[src/rtl/sw_symbol_conditioner.sv]
// Switch front end: synchronise and debounce four symbol switches, reject
// multi-switch presses, and present each accepted press once via valid/ack.
module sw_symbol_conditioner #(
    parameter int DEBOUNCE_CYCLES = 1000000,
    parameter int CNT_W           = 20
) (
    input  logic       clk,
    input  logic       reset,
    input  logic [3:0] sw_in,
    input  logic       sym_ack,
    output logic       sym_valid,
    output logic       sym_x,
    output logic       sym_y,
    output logic       sym_err,
    output logic       busy
);

    // Handshake: sym_valid rises with sym_x/sym_y already stable and all three
    // stay frozen until the edge where sym_ack=1 is seen; that edge drops
    // sym_valid. sym_ack is ignored whenever sym_valid=0.

    typedef enum logic [1:0] {
        IDLE  = 2'd0,
        VALID = 2'd1,
        HOLD  = 2'd2
    } state_t;

    localparam logic [CNT_W-1:0] CNT_LAST = CNT_W'(DEBOUNCE_CYCLES - 1);

    state_t           state;
    state_t           next_state;
    logic [3:0]       s1;
    logic [3:0]       s2;
    logic [3:0]       cand;
    logic [3:0]       stable;
    logic [CNT_W-1:0] cnt;
    logic             one_hot;
    logic             multi;
    logic             valid_d;
    logic             x_d;
    logic             y_d;
    logic             err_d;

    always_ff @(posedge clk) begin
        if (reset) begin
            s1     <= 4'd0;
            s2     <= 4'd0;
            cand   <= 4'd0;
            stable <= 4'd0;
            cnt    <= '0;
        end else begin
            s1 <= sw_in;
            s2 <= s1;
            if (s2 != cand) begin
                cand <= s2;
                cnt  <= '0;
            end else if (cnt != CNT_LAST) begin
                cnt <= cnt + CNT_W'(1);
            end else begin
                stable <= cand;
            end
        end
    end

    // A single set bit is a legal press; anything more is a chord.
    assign one_hot = (stable != 4'd0) && ((stable & (stable - 4'd1)) == 4'd0);
    assign multi   = (stable != 4'd0) && !one_hot;

    always_ff @(posedge clk) begin
        if (reset) begin
            state     <= IDLE;
            sym_valid <= 1'b0;
            sym_x     <= 1'b0;
            sym_y     <= 1'b0;
            sym_err   <= 1'b0;
        end else begin
            state     <= next_state;
            sym_valid <= valid_d;
            sym_x     <= x_d;
            sym_y     <= y_d;
            sym_err   <= err_d;
        end
    end

    always_comb begin
        next_state = state;
        case (state)
            IDLE: begin
                if (one_hot) begin
                    next_state = VALID;
                end else if (multi) begin
                    next_state = HOLD;
                end
            end
            VALID: begin
                if (sym_ack) begin
                    next_state = (stable != 4'd0) ? HOLD : IDLE;
                end
            end
            HOLD: begin
                if (stable == 4'd0) begin
                    next_state = IDLE;
                end
            end
            default: next_state = IDLE;
        endcase
    end

    always_comb begin
        valid_d = sym_valid;
        x_d     = sym_x;
        y_d     = sym_y;
        err_d   = 1'b0;
        case (state)
            IDLE: begin
                if (one_hot) begin
                    valid_d = 1'b1;
                    x_d     = stable[3] | stable[2];
                    y_d     = stable[1] | stable[3];
                end else if (multi) begin
                    err_d = 1'b1;
                end
            end
            VALID: begin
                if (sym_ack) begin
                    valid_d = 1'b0;
                end
            end
            default: ;
        endcase
    end

    assign busy = (state != IDLE);

endmodule

[config.mk]
export PLATFORM = sky130hd
export DESIGN_NAME = sw_symbol_conditioner
export DESIGN_NICKNAME = d
export VERILOG_FILES = /design/src/rtl/sw_symbol_conditioner.sv
export SDC_FILE = /design/constraint.sdc
export NUM_CORES = 1
export LEC_CHECK = 0
export ABC_AREA = 1
export CAP_MARGIN = 20
export CORE_MARGIN = 4
export CORE_UTILIZATION = 45
export CTS_BUF_LIST = sky130_fd_sc_hd__clkbuf_16
export CTS_CLUSTER_DIAMETER = 30
export DETAILED_ROUTE_END_ITERATION = 8
export DONT_BUFFER_PORTS = 1
export GPL_ROUTABILITY_DRIVEN = 0
export PLACE_DENSITY = 0.7
export SYNTH_ARGS = -nofsm -noshare
export SYNTH_HDL_FRONTEND = slang
export SYNTH_SLANG_ARGS = --single-unit
[constraint.sdc]
create_clock -name clk -period 1.8 [get_ports clk]
set_input_delay 0.27 -clock clk [delete_from_list [all_inputs] [get_ports clk]]
set_output_delay 0.27 -clock clk [all_outputs]
set_load 0.05 [all_outputs]
# == Word-level counts from Yosys, hierarchy flattened ==
# Index checks and enable logic that the tools add are counted.
# word_totals
wordCells,51
out_inout_bits,5
register_bits,42
# op_classes
eq_ne,8
n_reduce_logical,15
muxes,10
n_addsub,2
bitwise_logic,6
# op_table
op,count
adder 20 x 1 -> 20 bit (second input constant),1
inequality test 20 bit (second input constant),1
two-way mux 2 bit,5
logical NOT 4 bit,2
inequality test 2 bit (second input constant),3
case mux 2 bit (3 select lines),1
AND reduction 3 bit,2
bitwise AND 4 bit,1
inequality test 4 bit,1
AND reduction 2 bit,2
nonzero test 2 bit,2
nonzero test 4 bit,1
subtractor 4 x 1 -> 4 bit (second input constant),1
two-way mux 1 bit,3
inequality test 3 bit (second input constant),1
NOT 1 bit,3
OR reduction 3 bit,1
equality test 2 x 1 -> 1 bit (second input constant),1
equality test 2 bit (second input constant),1
logical AND 1 bit,2
logical NOT 2 bit,1
OR 1 bit,2
case mux 1 bit (2 select lines),1
OR reduction 2 bit,1
logical NOT 1 bit,1

# == Longest topological paths before layout ==
# logic_depth
depth_word,9
depth_mapped,9
mapped_depth_nobuf,9

# == Worst setup path before layout ==
# No wires, ideal clock.
# synth_timing
kind,reg2reg
from,register cnt[0]
to,register stable[0]
required_time_ns,1.687
stages_incl_launch_ff,7
slack_ns,0.457
t_arrival_ns,1.230
path_cell_list,dfxtp_1 -> ha_1 -> nand2_2 -> nor3_4 -> nand3_4 -> nor2_1 -> nor2_1
# synth_via
elab_chain_cells,3
# synth_rtl
element,line_no,text
from (decl),36,logic [CNT_W-1:0] cnt;
from (signal assigned),58,cnt <= cnt + CNT_W'(1);
inequality test 20 bit,57,end else if (cnt != CNT_LAST) begin
NOT 1 bit (no line),-,
AND reduction 2 bit (no line),-,
to (signal assigned),60,stable <= cand;
to (decl),35,logic [3:0] stable;
# No other way between the ends.
# A chain may end at the register's enable or synchronous reset.

# == Final worst setup path ==
# layout_timing
from,register cnt[0]
to,register stable[3]
# Same word-level chain as after synthesis.

==> impl_metrics.ini <==
[global_route]
use_met1_pct = 19.6
track_usage_pct = 14.8
first_global_vias = 1478
grt_max_degree = 21
use_met3_pct = 3.47
grt_busiest_layer = met2
gr-total-overflow = 0
grt_util_met2_pct = 23.4
antenna_found_initial = 0
grt_pass1_wl_mm = 6.42

[logic_synthesis]
syn_area_per_cell_um2 = 7.27
async_flop_share_pct = 0
syn_nets = 286
synthesis.area_mm2 = 0.00202
ys_ff_latch = 42
syn_inst = 278
ys_types = 31
yosys_warnings = 0
synth_top_flop_cell = dfxtp_1
synth_seq_area_share_pct = 41.6
synth_edf_count = 0

[drt]
drt_first_pass_iters = 4
ant_nets = 0
wl_per_cell_um = 11.0
wirelength_mm = 3.69
route.detailed.drc = 0
viasPerCell = 4.96
drt_iter0_drc = 120
num_vias = 1661

[sta]
tightest_slew_ps = 514
max_slew_margin_pct = 65.7
min_period_over_period_pct = 83.5
setup_viol = 0
slew_violations = 0
hold_violations = 0
period_needed_ps = 1500
fmax_ghz = 0.666
finalSetupTns_ps = 0
finClkSkew_ps = 7.09
rsz0062_at_grt = false

[critical_path]
timing.rr.end = stable[3]
r2r_start = cnt[0]
r2r.worst_path.cells = 6
crit_type = flip-flop to flip-flop
rrSetupSlack_ps = 300
crit_path_start_kind = flip-flop
worstPathMaxFanout = 8
cp.required_ps = 1990
arrival_ps = 1690
end_kind = flip-flop

[clock_tree]
postCtsResizedCells = 0
clk_pin_slew_worst_paths_ps = 70
cts_tree = built
cts_root_buffer = clkbuf_16
hold_buffers = 0
h-tree-depth = 2
clock_sinks = 42
cts_buffer_depth = 2
clock_latency_ps = 290
cts_buffers = 5
post_cts_buffers = 0

[finish]
drive_above_1_share_pct = 15.2
final_nets = 290
syn_to_final_growth_pct = 10.1
final_cell_mix = 53 x nand2_1, 42 x dfxtp_1, 40 x nor2_1
diodes = 0
layout_commonest_cell = nand2_1

[die]
io-pin-count = 12
dieArea_mm2 = 0.00563
die_h_um = 75.0
die_x_um = 75.0
rows = 24
floorplan.initialDensity_pct = 46.4
fp.coreArea_mm2 = 0.00435

[pwr]
pwr_density_cell_mw_per_mm2 = 858
p_leak_nw = 0.897
irDropWorstVdd_uv = 424
p_total_mw = 1.91

[outcome]
status = finished clean

[min_path]
min_to = cand[0]
holdPathStages = 1
hold_path_class = input port to flip-flop
min-delay-start = reset

[place]
dp_hpwl_mm = 2.70
io_buffers = 0

[run]
maxCapViolations = 0
routing by layer:
metal / wire, µm / vias to the layer above
met3: 135 / 7
met1: 1800 / 740
met5: 0 / -
met2: 1690 / 28
li1: - / 886
met4: 63 / 0
kinds of logic after synthesis:
kind of cell | after synthesis | share of synthesized area (%)
AND/OR/NAND/NOR | 149 | 37.4
buffers and inverters | 47 | 9.10
flip-flops | 42 | 41.6
AO/OA/AOI/OAI | 32 | 8.23
adder cells (fa/ha/maj) | 1 | 0.619
XOR/XNOR | 7 | 3.03
flip-flops by register name (all words and copies together), names as in the netlist, 2 cells and up:
register	flops
state	2
s2	4
cand	4
s1	4
stable	4
cnt	20
worst max-delay path: stages (launching register included):
cell and delay, ps:
dfxtp_1 430, ha_1 260, nand2_2 130, nor3_4 250
nand3_4 150, nor2_1 120, nor2_1 50
cells in the mapped netlist, types with 2 or more instances:
library cell	instances	share of area, %
nand4_1	7	2.2
nor3_4	2	1.6
nor3_1	4	0.99
or2_2	2	0.62
a21oi_1	19	4.7
dfxtp_1	42	42
nand2_1	53	9.8
inv_1	36	6.7
buf_2	2	0.50
a31oi_1	2	0.62
o21ai_0	10	2.5
xnor2_1	6	2.6
nor2_2	5	1.5
nand3b_1	2	0.74
nand2_4	2	1.1
inv_2	6	1.1
nand3_1	17	4.2
nor2_1	40	7.4
nor3_2	2	0.99
nand2_2	7	2.2
nand3_2	2	0.99
worst max-delay path by stage:
stage / startpoint / endpoint / slack, ps / cells past startpoint
after detailed placement: cnt[0] / stable[3] / 300 / 6
after global placement: cnt[0] / stable[2] / 380 / 6
after global routing: cnt[0] / cnt[16] / 150 / 7
final: cnt[0] / stable[3] / 300 / 6
after CTS: cnt[0] / stable[3] / 280 / 6
after floorplan: cnt[0] / stable[0] / 460 / 6
through the flow:
step / instances / util [%] / cell area, µm² / setup WS [ps] / hold slack [ps]
2_1_floorplan: 278 / - / 2020 / 457 / 377
3_3_place_gp: 327 / 47.7 / 2080 / 381 / 342
3_5_place_dp: 327 / 47.7 / 2080 / 299 / 342
4_1_cts: 335 / 51.1 / 2230 / 281 / 44.1
5_1_grt: 335 / 51.1 / 2230 / 149 / 37.1
6_report: 335 / 51.1 / 2230 / 298 / 49.1
report_power, final:
part | switching (mW) | internal, mW | leakage [nW]
sequential | 0.0107 | 0.944 | 0.341
clock | 0.385 | 0.521 | 0.0704
combinational | 0.0320 | 0.0183 | 0.486
final cells by class:
class | instances | area [µm²]
Clock buffer | 5 | 125
Clock inverter | 3 | 25.0
Fill cell | 400 | 2130
Inverter | 43 | 166
Multi-Input combinational cell | 189 | 997
Sequential cell | 42 | 841
Tap cell | 52 | 65.1
Timing Repair Buffer | 1 | 7.51
Power figures use the tool's default switching activity.
